==> src/rtl/punc_mem_arbiter_if.sv <==
// punc_mem_arbiter_if: bundles the processor, debug and memory-macro signals of the PUnC memory arbiter.
// Ports (all logic):
//   cpu_req/cpu_we/cpu_addr/cpu_wdata -> arbiter, cpu_ack/cpu_rdata <- arbiter
//   dbg_req/dbg_we/dbg_addr/dbg_wdata -> arbiter, dbg_ack/dbg_rdata <- arbiter
//   mem_en/mem_we/mem_addr/mem_wdata <- arbiter, mem_rdata -> arbiter
//   busy/owner <- arbiter (status)
// The arbiter takes the slave view; requesters plus the memory macro take the master view.
interface punc_mem_arbiter_if;
   logic        cpu_req;
   logic        cpu_we;
   logic [15:0] cpu_addr;
   logic [15:0] cpu_wdata;
   logic        cpu_ack;
   logic [15:0] cpu_rdata;
   logic        dbg_req;
   logic        dbg_we;
   logic [15:0] dbg_addr;
   logic [15:0] dbg_wdata;
   logic        dbg_ack;
   logic [15:0] dbg_rdata;
   logic        mem_en;
   logic        mem_we;
   logic [15:0] mem_addr;
   logic [15:0] mem_wdata;
   logic [15:0] mem_rdata;
   logic        busy;
   logic        owner;
   modport slave (
      input  cpu_req, cpu_we, cpu_addr, cpu_wdata,
      input  dbg_req, dbg_we, dbg_addr, dbg_wdata,
      input  mem_rdata,
      output cpu_ack, cpu_rdata, dbg_ack, dbg_rdata,
      output mem_en, mem_we, mem_addr, mem_wdata,
      output busy, owner
   );
   modport master (
      output cpu_req, cpu_we, cpu_addr, cpu_wdata,
      output dbg_req, dbg_we, dbg_addr, dbg_wdata,
      output mem_rdata,
      input  cpu_ack, cpu_rdata, dbg_ack, dbg_rdata,
      input  mem_en, mem_we, mem_addr, mem_wdata,
      input  busy, owner
   );
endinterface

==> src/rtl/punc_mem_arbiter.sv <==
// punc_mem_arbiter: shares the single-port PUnC memory between the processor (port 0) and a debug/loader port (port 1).
// Ports:
//   clk  - clock, all state on rising edge
//   rst  - asynchronous active-low reset (0 = reset)
//   bus  - punc_mem_arbiter_if.slave: per-port req/we/addr/wdata in, ack/rdata out,
//          memory strobe/we/addr/wdata out, mem_rdata in, busy/owner status out
// Parameters:
//   RD_LAT   - cycles from the mem_en cycle until mem_rdata is valid (>=1)
//   MAX_WAIT - debug waiting cycles after which debug beats the processor (>=1)
module punc_mem_arbiter #(
   parameter int RD_LAT   = 1,
   parameter int MAX_WAIT = 8
) (
   input logic               clk,
   input logic               rst,
   punc_mem_arbiter_if.slave bus
);
   localparam int SW = $clog2(MAX_WAIT + 1);
   localparam int LW = RD_LAT > 1 ? $clog2(RD_LAT) : 1;
   typedef enum logic [1:0] {IDLE, ACCESS, WAIT, RESP} state_t;
   state_t      r_state;
   state_t      w_next;
   logic        r_owner;
   logic        r_we;
   logic [15:0] r_addr;
   logic [15:0] r_wdata;
   logic [15:0] r_cpu_rdata;
   logic [15:0] r_dbg_rdata;
   logic [SW-1:0] r_starve;
   logic [LW-1:0] r_lat;
   logic        w_any;
   logic        w_dbg_win;
   logic        w_grant;
   logic        w_last_wait;
   assign w_any       = bus.cpu_req | bus.dbg_req;
   // processor has priority unless debug has waited MAX_WAIT cycles
   assign w_dbg_win   = bus.dbg_req & (~bus.cpu_req | (r_starve >= SW'(MAX_WAIT)));
   assign w_grant     = (r_state == IDLE) & w_any;
   assign w_last_wait = (r_state == WAIT) & (r_lat == '0);
   always_ff @(posedge clk or negedge rst)
      if (!rst) r_state <= IDLE;
      else      r_state <= w_next;
   always_comb begin
      w_next = r_state;
      case (r_state)
         IDLE:    w_next = w_any ? ACCESS : IDLE;
         ACCESS:  w_next = r_we ? RESP : WAIT;
         WAIT:    w_next = (r_lat == '0) ? RESP : WAIT;
         default: w_next = IDLE;
      endcase
   end
   // strobes are decoded from state so async reset drops them at once
   always_comb begin
      bus.mem_en    = r_state == ACCESS;
      bus.mem_we    = (r_state == ACCESS) & r_we;
      bus.mem_addr  = (r_state == IDLE) ? 16'h0 : r_addr;
      bus.mem_wdata = (r_state == IDLE) ? 16'h0 : r_wdata;
      bus.cpu_ack   = (r_state == RESP) & ~r_owner;
      bus.dbg_ack   = (r_state == RESP) & r_owner;
      bus.busy      = r_state != IDLE;
   end
   assign bus.owner     = r_owner;
   assign bus.cpu_rdata = r_cpu_rdata;
   assign bus.dbg_rdata = r_dbg_rdata;
   always_ff @(posedge clk or negedge rst)
      if (!rst) begin
         r_owner <= 1'b0;
         r_we    <= 1'b0;
         r_addr  <= '0;
         r_wdata <= '0;
      end else if (w_grant) begin
         r_owner <= w_dbg_win;
         r_we    <= w_dbg_win ? bus.dbg_we    : bus.cpu_we;
         r_addr  <= w_dbg_win ? bus.dbg_addr  : bus.cpu_addr;
         r_wdata <= w_dbg_win ? bus.dbg_wdata : bus.cpu_wdata;
      end
   // WAIT lasts RD_LAT cycles: load RD_LAT-1 in ACCESS, leave when it reaches zero
   always_ff @(posedge clk or negedge rst)
      if (!rst)                                r_lat <= '0;
      else if (r_state == ACCESS)              r_lat <= LW'(RD_LAT - 1);
      else if (r_state == WAIT && r_lat != '0) r_lat <= r_lat - LW'(1);
   always_ff @(posedge clk or negedge rst)
      if (!rst) begin
         r_cpu_rdata <= '0;
         r_dbg_rdata <= '0;
      end else if (w_last_wait) begin
         if (r_owner) r_dbg_rdata <= bus.mem_rdata;
         else         r_cpu_rdata <= bus.mem_rdata;
      end
   // counts only cycles where the processor holds the memory, not IDLE arbitration cycles
   always_ff @(posedge clk or negedge rst)
      if (!rst)                                  r_starve <= '0;
      else if (!bus.dbg_req || (w_grant && w_dbg_win)) r_starve <= '0;
      else if (r_state != IDLE && !r_owner && r_starve < SW'(MAX_WAIT))
         r_starve <= r_starve + SW'(1);
endmodule

==> src/flat_wrapper.sv <==
// flat-port wrapper written by rule: the top's interface ports become plain ports
module punc_mem_arbiter_flat 
#(
   parameter int RD_LAT   = 1,
   parameter int MAX_WAIT = 8
)
  (clk, rst, bus_cpu_req, bus_cpu_we, bus_cpu_addr, bus_cpu_wdata, bus_dbg_req, bus_dbg_we, bus_dbg_addr, bus_dbg_wdata, bus_mem_rdata, bus_cpu_ack, bus_cpu_rdata, bus_dbg_ack, bus_dbg_rdata, bus_mem_en, bus_mem_we, bus_mem_addr, bus_mem_wdata, bus_busy, bus_owner);
  punc_mem_arbiter_if bus_i ();
  input logic clk;
  input logic rst;
  input wire logic [$bits(bus_i.cpu_req)-1:0] bus_cpu_req;
  input wire logic [$bits(bus_i.cpu_we)-1:0] bus_cpu_we;
  input wire logic [$bits(bus_i.cpu_addr)-1:0] bus_cpu_addr;
  input wire logic [$bits(bus_i.cpu_wdata)-1:0] bus_cpu_wdata;
  input wire logic [$bits(bus_i.dbg_req)-1:0] bus_dbg_req;
  input wire logic [$bits(bus_i.dbg_we)-1:0] bus_dbg_we;
  input wire logic [$bits(bus_i.dbg_addr)-1:0] bus_dbg_addr;
  input wire logic [$bits(bus_i.dbg_wdata)-1:0] bus_dbg_wdata;
  input wire logic [$bits(bus_i.mem_rdata)-1:0] bus_mem_rdata;
  output wire logic [$bits(bus_i.cpu_ack)-1:0] bus_cpu_ack;
  output wire logic [$bits(bus_i.cpu_rdata)-1:0] bus_cpu_rdata;
  output wire logic [$bits(bus_i.dbg_ack)-1:0] bus_dbg_ack;
  output wire logic [$bits(bus_i.dbg_rdata)-1:0] bus_dbg_rdata;
  output wire logic [$bits(bus_i.mem_en)-1:0] bus_mem_en;
  output wire logic [$bits(bus_i.mem_we)-1:0] bus_mem_we;
  output wire logic [$bits(bus_i.mem_addr)-1:0] bus_mem_addr;
  output wire logic [$bits(bus_i.mem_wdata)-1:0] bus_mem_wdata;
  output wire logic [$bits(bus_i.busy)-1:0] bus_busy;
  output wire logic [$bits(bus_i.owner)-1:0] bus_owner;
  assign bus_i.cpu_req = bus_cpu_req;
  assign bus_i.cpu_we = bus_cpu_we;
  assign bus_i.cpu_addr = bus_cpu_addr;
  assign bus_i.cpu_wdata = bus_cpu_wdata;
  assign bus_i.dbg_req = bus_dbg_req;
  assign bus_i.dbg_we = bus_dbg_we;
  assign bus_i.dbg_addr = bus_dbg_addr;
  assign bus_i.dbg_wdata = bus_dbg_wdata;
  assign bus_i.mem_rdata = bus_mem_rdata;
  assign bus_cpu_ack = bus_i.cpu_ack;
  assign bus_cpu_rdata = bus_i.cpu_rdata;
  assign bus_dbg_ack = bus_i.dbg_ack;
  assign bus_dbg_rdata = bus_i.dbg_rdata;
  assign bus_mem_en = bus_i.mem_en;
  assign bus_mem_we = bus_i.mem_we;
  assign bus_mem_addr = bus_i.mem_addr;
  assign bus_mem_wdata = bus_i.mem_wdata;
  assign bus_busy = bus_i.busy;
  assign bus_owner = bus_i.owner;
  punc_mem_arbiter #(.RD_LAT(RD_LAT), .MAX_WAIT(MAX_WAIT)) u_core (.clk(clk), .rst(rst), .bus(bus_i));
endmodule
==> config.mk <==
export PLATFORM = sky130hd
export DESIGN_NAME = punc_mem_arbiter_flat
export DESIGN_NICKNAME = d
export VERILOG_FILES = /design/src/rtl/punc_mem_arbiter_if.sv /design/src/rtl/punc_mem_arbiter.sv /design/src/flat_wrapper.sv
export SDC_FILE = /design/constraint.sdc
export NUM_CORES = 1
export LEC_CHECK = 0
export ABC_AREA = 1
export CAP_MARGIN = 15
export CORE_MARGIN = 2
export CORE_UTILIZATION = 46
export CTS_CLUSTER_DIAMETER = 120
export DETAILED_ROUTE_END_ITERATION = 8
export PLACE_DENSITY = 0.95
export SLEW_MARGIN = 20
export SYNTH_ARGS = -nofsm -noshare
export SYNTH_HDL_FRONTEND = slang
export SYNTH_SLANG_ARGS = --single-unit
==> constraint.sdc <==
create_clock -name clk -period 4.5 [get_ports clk]
set_input_delay 1.125 -clock clk [delete_from_list [all_inputs] [get_ports clk]]
set_output_delay 1.125 -clock clk [all_outputs]
set_load 0.05 [all_outputs]
# After elaboration in Yosys (flattened, before gate mapping)

Index checks and enable logic that the tools add are counted.

Flip-flop bits (word level): 73
Bits in latches: 0
Memory bits (writable): 0
Memory bits (read-only): 0
Input bits: 86
Output and inout bits: 70
Word-level logic and storage cells: 53
Memories kept: 0

$add $sub $neg: 2
$mul: 0
Div/mod/pow operators: 0
$lt $le $gt $ge: 2
Equality and inequality tests: 3
Shift-type cells: 0
Mux-type cells: 13
Bitwise operators: 11
Reductions and logical operators: 13

Operators by type and width:

| kind                | count |
|---|---|
| $mux 16             | 4 |
| $mux 4              | 2 |
| $and 1x1->1         | 6 |
| $mux 1              | 6 |
| $pmux 2 s3          | 1 |
| $reduce_bool 2->1   | 3 |
| $add 4x1->4 const B | 1 |
| $eq 2x2->1 const B  | 2 |
| $ge 4x4->1 const B  | 1 |
| $logic_and 1x1->1   | 4 |
| $lt 4x4->1 const B  | 1 |
| $reduce_and 2->1    | 2 |
| $not 1->1           | 3 |
| $eq 2x1->1 const B  | 1 |
| $logic_not 1->1     | 2 |
| $logic_not 2->1     | 1 |
| $or 1x1->1          | 2 |
| $logic_or 1x1->1    | 1 |
| $sub 1x1->1 const B | 1 |

# Depth between registers and ports, before layout

Gate-level depths: netlist of run 1.

Word-level depth: 6
Depth in mapped cells: 9
Depth with buffers taken out: 8

# Least setup slack after synthesis of run 1

Ideal clock, no wire load.

Path type: reg2out
From: register u_core.r_state[0]
To: output port bus_mem_addr[10]
Arrival time: 1633 ps
Data required time: 3375 ps
Setup slack: 1742 ps
Cell stages (with the launch flop): 6
Buffers on the path: 2
Cell sequence: dfrtp_1 -> inv_1 -> ha_1 -> buf_2 -> clkbuf_1 -> nor2_1

Cells in the longest elaborated chain, start to end: 2

Ends and longest elaborated chain:

| element                  | RTL line               | RTL |
|---|---|---|
| start: declaration       | punc_mem_arbiter.sv:21 | `state_t r_state;` |
| start signal: assignment | punc_mem_arbiter.sv:42 | `else r_state <= w_next;` |
| $logic_not 2->1          | punc_mem_arbiter.sv:56 | `bus.mem_addr = (r_state == IDLE) ? 16'h0 : r_addr;` |
| $mux 16                  | punc_mem_arbiter.sv:56 |  |
| end: declaration         | flat_wrapper.sv:26     | `output wire logic [$bits(bus_i.mem_addr)-1:0] bus_mem_addr;` |

No other way between the ends.

# Final worst setup path of run 1

From: register u_core.r_state[0]
To: output port bus_mem_addr[9]

The elaborated chain is that of the path after synthesis.

==> results of run 1 <==
==> worst max-delay path, stage by stage (launching register included) <==
cell and delay, ps:
dfrtp_1 380, inv_1 80, ha_1 210, buf_4 220, nor2_1 180, clkdlybuf4s50_1 830
==> cell families after synthesis <==
family | Yosys count | synth area share, %
buf+inv | 91 | 10.9
compound gates | 39 | 5.80
flops | 73 | 50.1
simple gates | 283 | 30.9
xor+xnor | 1 | 0.240
fa+ha+maj | 6 | 2.06
==> area by class of cell <==
type / instances / share of cell area [%]
Sequential cell: 73 / 34.0
Timing Repair Buffer: 159 / 29.4
Multi-Input combinational cell: 329 / 26.5
Inverter: 65 / 4.54
Clock buffer: 10 / 2.38
Tap cell: 102 / 2.38
Clock inverter: 6 / 0.792
==> state kept, by name, summed over array words and instances, names as in the netlist <==
register	flops
u_core.bus.cpu_rdata	16
u_core.bus.dbg_rdata	16
u_core.bus.owner	1
u_core.r_addr	16
u_core.r_lat	1
u_core.r_starve	4
u_core.r_state	2
u_core.r_wdata	16
u_core.r_we	1
==> placed cells by master, fill, tap and decap left out, drive strengths merged <==
master,netlist,layout
dfrtp,73,73
nand2,208,208
buf,17,5
ha,6,6
a21oi,3,3
nand4,2,2
nor3,1,1
xor2,1,1
clkinv,0,3
o21bai,1,1
nand3,36,36
clkdlybuf4s50,0,154
a21boi,1,1
nor2,36,36
clkbuf,9,10
o21ai,34,34
inv,65,66
clkinvlp,0,2
==> metrics by stage <==
| stage | util [%] | instance area (µm²) | power [W] | hold WS [ps] |
|---|---|---|---|---|
| after floorplan | - | 3650 | 0.00292 | 449 |
| after global placement | 67.6 | 5200 | 0.00374 | 462 |
| after detailed placement | 67.6 | 5200 | 0.00381 | 465 |
| after CTS | 69.8 | 5370 | 0.00427 | 486 |
| after global routing | 69.8 | 5370 | 0.00450 | 501 |
| final | 69.8 | 5370 | 0.00425 | 478 |
==> final timing paths <==
path	startpoint	endpoint	cells past startpoint
max in group asynchronous	rst	u_core.r_addr[7]	1
setup reg to reg	u_core.r_state[0]	u_core.bus.dbg_rdata[14]	4
hold reg to reg	u_core.r_addr[6]	u_core.r_addr[6]	2
hold / removal	u_core.r_addr[6]	u_core.r_addr[6]	2
min in group asynchronous	rst	u_core.bus.dbg_rdata[10]	1
setup / recovery	u_core.r_state[0]	bus_mem_addr[9]	5
==> metal layers <==
layer / routed length (µm) / part of all wire [%]
met5: 0 / 0
met4: 454 / 4.5
met2: 5090 / 51
met1: 4010 / 40
met3: 486 / 4.8
==> power by group <==
group          switching, W  total [W]  internal [W]
sequential         0.000173    0.00113      0.000961
combinational       0.00183    0.00266      0.000837
clock              0.000252   0.000453      0.000201
==> metrics.txt, run 1 <==
Layout Cells excl Fill 744; met1 Track Usage GR 29.0%; CTS max path bufs 2; Reg area 1830 µm²; ys flop type dfrtp_1; Setup Buffers After CTS 0; most common cell in the netlist nand2_1; Min Clock Period, post-route 3380 ps; Top Usage Layer GRT met2; Worst-Skew Late Latency 340 ps; Initial Util 47.4%; synthesized net count 585; Mapped Area 3650 µm²; via count 3607; Remaining DRCs 0; post-synth cell types 23; Core Area 7690 µm²; synth top area cells dfrtp_1 (50%), nand2_1 (21%), inv_1 (6.5%); largest net degree at the start of global routing 74; Final Hold Viols 0; Die Span X 93.0 µm; endpoints failing setup 0; Placed Instances 728; DIE AREA 8650 µm²; Vias/cell 4.85; antenna violations before repair 0; setup_tns 0 ps; Cell Rows 32; share of layout cells above drive strength 1 4.21%; Worst Setup Start Kind register; dpl ws 1300 ps; Area Growth Syn to Fin 47.3%; top cells by count, synth nand2_1 (206), dfrtp_1 (73), inv_1 (63), nand3_1 (35), nor2_1 (35); Final Cycle Share 75.0%; # diodes 0; internal reg-to-reg setup slack 2400 ps; worst setup margin 1120 ps; maxcap violations 0; GRT Residual Overflow 0; GPL Wtd Cong 0.830; fmax 0.296 GHz; WP data arrival 2250 ps; Crit. End Element output pin; drt first-iter violations 199; Worst Path Max Fanout 20; Synth async-reset ratio 100%; RSZ-0062 raised after global routing no; sequential cell area fraction in the yosys report 50.1%; synth warn 0; I/O pin cnt 156; Global Route met2 Usage 40.8%; post-DP HPWL 7260 µm; Final nets 729; root buf cell clkbuf_8; # clock sinks 73; Hold Path Class register to register; Yosys top cell area share 50.1%; port buffer count 155; DR pass1 iterations 4; max_slew headroom 31.6%; post-synthesis register bit count 73; synthesized area per cell 7.40 µm²; number of synthesized flops with an enable pin 0; Crit Path Category register to output pin; CTS Buf Count 9; TritonCTS clock tree built; CTS hold repair buffers 0; Die Ht 93.0 µm; WP data required 3380 ps; CTS-repair resized insts 0; IR drop worst, VDD 0.000552 V; area leader, netlist dfrtp_1; htree depth 3; Post-Route WL 10000 µm; GRT Util Overall 23.9%; Synth Instances 493; number of global-route vias before repair 3544; fillcell total 613; Final Skew 12.7 ps; max-slew violations 0; actual slew at the worst max-slew pin 1020 ps; static leakage 2.76 nW; power per standard cell area 792 nW/µm²; Final ANT Viol Nets 0; DR WL/cell 13.5 µm; first-pass GRT wire length 16200 µm; area occupied by multi-input gates 1420 µm²; clock slew at reported path FFs 70 ps; M3 GR Usage 3.38%; status finished, final reports clean
Note: power is estimated with default switching activity, not from simulation.
==> inputs of run 2 (changes only) <==
CORE_UTILIZATION = 43   (was 46)
PLACE_DENSITY = 0.92   (was 0.95)
clock period = 3.35 ns   (was 4.5 ns; I/O delays follow)
==> metrics.txt, run 2 (synthesis gave the netlist of run 1 again) <==
CTS hold repair buffers 0 (unchanged); Cell Rows 33 (+3.1%); Crit Path Category register to output pin; Remaining DRCs 0 (unchanged); number of global-route vias before repair 3531 (-0.37%); Logic pwr share 61.1% (-1.6 points); Worst-Skew Late Latency 340 ps (about the same); Worst Setup Start Kind register; Hold Path Class register to register; CTS-repair resized insts 0 (unchanged); GRT Util Overall 21.5% (-2.4 points); fmax 0.356 GHz; Setup Buffers After CTS 0 (unchanged); final core occ 64.9% (-4.9 points); max-slew violations 0 (unchanged); clock slew at reported path FFs 80 ps (about the same); internal power 0.00271 W (+35%); endpoints failing setup 0 (unchanged); drt first-iter violations 133 (-33%); static leakage 2.83 nW (+2.5%); maxcap violations 0 (unchanged); share of layout cells above drive strength 1 9.50% (+5.3 points); DIE AREA 9230 µm² (+6.7%); CTS max path bufs 2 (unchanged); Final nets 729 (unchanged); Crit. End Element output pin; Min Clock Period, post-route 2810 ps; Final Skew 13.8 ps (+1.03 ps); Sw Ratio 52.7% (-0.28 points); root buf cell clkbuf_8; RSZ-0062 raised after global routing no; setup_tns 0 ps (unchanged); WP data arrival 1970 ps (-280 ps); antenna violations before repair 0 (unchanged); port buffer count 155 (unchanged); GPL Wtd Cong 0.797 (-4.0%); Crit path buffers/inverters 3 (unchanged); DR WL/cell 12.9 µm (-4.1%); total power draw 0.00572 W (+35%); Vias/cell 4.74 (-2.2%); most frequent cells in the layout nand2_1 (206), clkdlybuf4s50_1 (121), dfrtp_1 (73); most frequent CP cell inv_1; CP max stage delay 820 ps (about the same); Area Growth Syn to Fin 46.3%; Clock Power Share 12.2% (+1.5 points); Psw 0.00301 W (+34%); CTS Buf Count 9 (unchanged); status finished, final reports clean; hold slack 485 ps (+6.87 ps); slowest stage cell on the critical path clkdlybuf4s50_1; via count 3541 (-1.8%); Final Hold Viols 0 (unchanged); TritonCTS clock tree built; Final Cycle Share 83.9%; crit path cell chain inv_1 > ha_1 > nand2_1 > inv_1 > clkdlybuf4s50_1; Die Ht 96.1 µm (+3.3%); Die Span X 96.1 µm (+3.3%); DR pass1 iterations 6 (+2); WP data required 2510 ps (-870 ps); Worst Path Max Fanout 3 (-85%); # clock sinks 73 (unchanged); largest net degree at the start of global routing 74 (unchanged); I/O pin cnt 156 (unchanged); GRT Residual Overflow 0 (unchanged); # diodes 0 (unchanged); first-pass GRT wire length 15500 µm (-4.2%); power per standard cell area 1070 nW/µm² (+35%); htree depth 3 (unchanged); Final ANT Viol Nets 0 (unchanged); Core Area 8220 µm² (+6.9%); IR drop worst, VDD 0.000626 V (+13%); post-DP HPWL 7230 µm (-0.38%); Initial Util 44.4% (-3.1 points); commonest non-fill, non-tap cell in the layout nand2_1; CP delay by family, top buffers and inverters; part of the power in registers 26.7% (about the same); max_slew headroom 31.4% (-0.17 points); actual slew at the worst max-slew pin 1030 ps (+2.51 ps); Post-Route WL 9670 µm (-3.7%)
[run 2: cell types whose count changed in the layout (fill, tap and decap cells not counted)]
cell | previous run | this run
buf_4 | 5 | 37
clkdlybuf4s50_1 | 154 | 121
buf_12 | 0 | 1
clkinvlp_4 | 2 | 1
clkinv_2 | 2 | 1
clkinv_4 | 1 | 2
inv_6 | 1 | 2
bufinv_16 | 0 | 1
clkbuf_1 | 1 | 0
[run 2: per-stage QoR]
step	area, µm²	std cells	worst slack, ps
final	5330	747	541
after global routing	5330	747	458
after CTS	5330	747	496
after detailed placement	5130	731	666
after global placement	5130	731	740
after floorplan	3650	493	879
[run 2: worst register-to-register path: cells and delay by family (launching register included)]
| kind | cells | cell delay, ps |
|---|---|---|
| AOI/OAI and AO/OA | 1 | 170 |
| and+or+nand+nor | 2 | 230 |
| buffers and inverters | 3 | 790 |
| DFF | 1 | 410 |
| adders and majority gates | 1 | 580 |
[run 2: worst paths after layout]
path | startpoint | to | slack, ps | cells past startpoint
worst max-delay path | u_core.r_state[1] | bus_mem_we | 540 | 5
worst min-delay path | u_core.r_addr[3] | u_core.r_addr[3] | 490 | 2
worst max register to register | u_core.r_state[1] | u_core.r_wdata[12] | 1110 | 7
worst min register to register | u_core.r_addr[3] | u_core.r_addr[3] | 490 | 2
max in group asynchronous | rst | u_core.bus.dbg_rdata[1] | 2120 | 1
min in group asynchronous | rst | u_core.bus.dbg_rdata[3] | 610 | 1
[run 2: power groups by stage]
stage	sequential, W	combinational, W	clock (W)
3_5_place_dp	0.00153	0.00352	0
6_report	0.00153	0.00349	0.000697
5_1_grt	0.00157	0.00374	0.000748
4_1_cts	0.00153	0.00352	0.000712
2_1_floorplan	0.00217	0.00174	0
3_3_place_gp	0.00151	0.00345	0
[run 2: metal layers]
metal  global-route usage [%]  share of wire, %  vias to the layer above
li1                         -                 -                     1765
met1                     25.4                42                     1645
met2                     38.2                51                      106
met3                     2.74               4.2                       25
met4                     10.8               2.8                        0
met5                        0                 0                        -
[run 2: final cells by class]
cell class | count | area, µm²
fill | 678 | 2880
sequential | 73 | 1830
timing repair buffer | 159 | 1510
multi-input combinational | 329 | 1420
inverter | 65 | 244
tap | 105 | 131
clock buffer | 9 | 124
clock inverter | 7 | 77.6
==> inputs of run 3 (changes only) <==
CORE_UTILIZATION = 39   (was 43)
PLACE_DENSITY = 0.89   (was 0.92)
clock period = 2.35 ns   (was 3.35 ns; I/O delays follow)
==> metrics.txt, run 3 (synthesis gave the netlist of run 1 again) <==
status finished, final reports clean; CP startpoint u_core.r_state[0]; first-pass GRT wire length 16000 µm (+3.4%); Setup Buffers After CTS 0 (unchanged); port buffer count 155 (unchanged); drt first-iter violations 167 (+26%); Hold Path Class primary input to asynchronous set/reset pin; GRT Util Overall 19.6% (-1.9 points); DR pass1 iterations 4 (-2); commonest non-fill, non-tap cell in the layout nand2_1; reg2reg start u_core.r_state[0]; CP delay by family, top buffers and inverters; Die Span X 101 µm (+4.8%); CTS max path bufs 2 (unchanged); CTS Buf Count 9 (unchanged); Initial Util 39.8% (-4.5 points); WP data arrival 1620 ps (-350 ps); Final Hold Viols 0 (unchanged); CP Depth 5 (unchanged); DR WL/cell 12.8 µm (-1.2%); maxcap violations 0 (unchanged); Core Area 9150 µm² (+11%); fmax 0.453 GHz; Reg area 1830 µm² (unchanged); final core occ 58.6% (-6.3 points); DIE AREA 10100 µm² (+9.8%); Final nets 737 (+1.1%); Die Ht 101 µm (+4.8%); most frequent CP cell buf_4; post-DP HPWL 7440 µm (+3.0%); max_slew headroom 39.4% (+7.9 points); htree depth 3 (unchanged); crit path cell chain inv_1 > ha_1 > buf_4 > nor2_1 > buf_4; setup_tns 0 ps (unchanged); path depth of the worst reg2reg path 7 (unchanged); area occupied by multi-input gates 1420 µm² (unchanged); endpoints failing setup 0 (unchanged); Post-Route WL 9740 µm (+0.67%); TritonCTS clock tree built; root buf cell clkbuf_8; most frequent cells in the layout nand2_1 (206), clkdlybuf4s50_1 (117), dfrtp_1 (73); slowest stage cell on the critical path dfrtp_1; Cell Rows 35 (+6.1%); antenna violations before repair 0 (unchanged); CP max stage delay 390 ps (-430 ps); number of global-route vias before repair 3571 (+1.1%); M1 wire length 3780 µm (-7.0%); max-slew violations 0 (unchanged); CTS hold repair buffers 0 (unchanged); Critical R2R Capture u_core.r_addr[2]; RSZ-0062 raised after global routing no; Vias/cell 4.74 (about the same); CTS-repair resized insts 0 (unchanged); # clock sinks 73 (unchanged); Worst Path Max Fanout 20 (+17); static leakage 2.86 nW (+1.0%); internal reg-to-reg setup slack 610 ps (-500 ps); IR drop worst, VDD 0.00125 V (+100%); Final Cycle Share 94.0%; GRT Residual Overflow 0 (unchanged); fillcell total 828 (+22%); Final Skew 15.0 ps (+1.23 ps); largest net degree at the start of global routing 74 (unchanged); met2 wire length 5260 µm (+6.4%); Final ANT Viol Nets 0 (unchanged); Worst-Skew Late Latency 340 ps (about the same); share of layout cells above drive strength 1 11.2% (+1.7 points); Remaining DRCs 0 (unchanged); I/O pin cnt 156 (unchanged); clock slew at reported path FFs 90 ps (about the same); actual slew at the worst max-slew pin 909 ps (-116 ps); crit path to bus_mem_wdata[15]; top layer in use met4; # diodes 0 (unchanged); Min Clock Period, post-route 2210 ps; Crit path buffers/inverters 3 (unchanged); power per standard cell area 1510 nW/µm² (+41%); Crit. End Element output pin; Crit Path Category register to output pin; GPL Wtd Cong 0.803 (+0.68%); Worst Setup Start Kind register; via count 3606 (+1.8%); Area Growth Syn to Fin 47.1%; met3 wire length 460 µm (+14%); WP data required 1760 ps (-750 ps)
==> run 3: stage by stage <==
stage               hold WS, ps  worst slack [ps]  cell area [µm²]  instances  power [W]
floorplan                   292               129             3650        493    0.00558
global placement            463               291             5180        745    0.00708
detailed placement          470               231             5180        745    0.00723
CTS                         388               106             5360        761    0.00817
global route                436              30.1             5360        761    0.00860
finish                      335               141             5360        761    0.00811
==> run 3: layer usage <==
layer  vias up  GRT usage, %
met3        23          3.61
met1      1683          22.7
met2       114          35.7
met4         0          7.69
li1       1786             -
met5         -             0
==> run 3: report_power, final <==
group | leakage, nW | total, W | switching (W) | internal (W)
logic | 1.86 | 0.00502 | 0.00350 | 0.00152
registers | 0.909 | 0.00217 | 0.000329 | 0.00184
clock network | 0.0888 | 0.000924 | 0.000520 | 0.000403
total | 2.86 | 0.00811 | 0.00435 | 0.00376
==> run 3: worst min-delay path by stage <==
stage / startpoint / slack [ps] / to / cells past startpoint
after floorplan: rst / 290 / u_core.bus.cpu_rdata[0] / 0
after global placement: u_core.r_wdata[2] / 460 / u_core.r_wdata[2] / 2
final: rst / 340 / u_core.bus.dbg_rdata[11] / 1
after global routing: rst / 440 / u_core.bus.dbg_rdata[15] / 1
after detailed placement: u_core.r_addr[7] / 470 / u_core.r_addr[7] / 2
after CTS: rst / 390 / u_core.bus.cpu_rdata[13] / 1
==> run 3: area by class of cell <==
class / count / share of cell area [%]
timing repair buffer: 167 / 28.8
clock buffer: 9 / 2.31
sequential: 73 / 34.1
inverter: 65 / 4.55
clock inverter: 7 / 1.14
tap: 111 / 2.59
multi-input combinational: 329 / 26.5
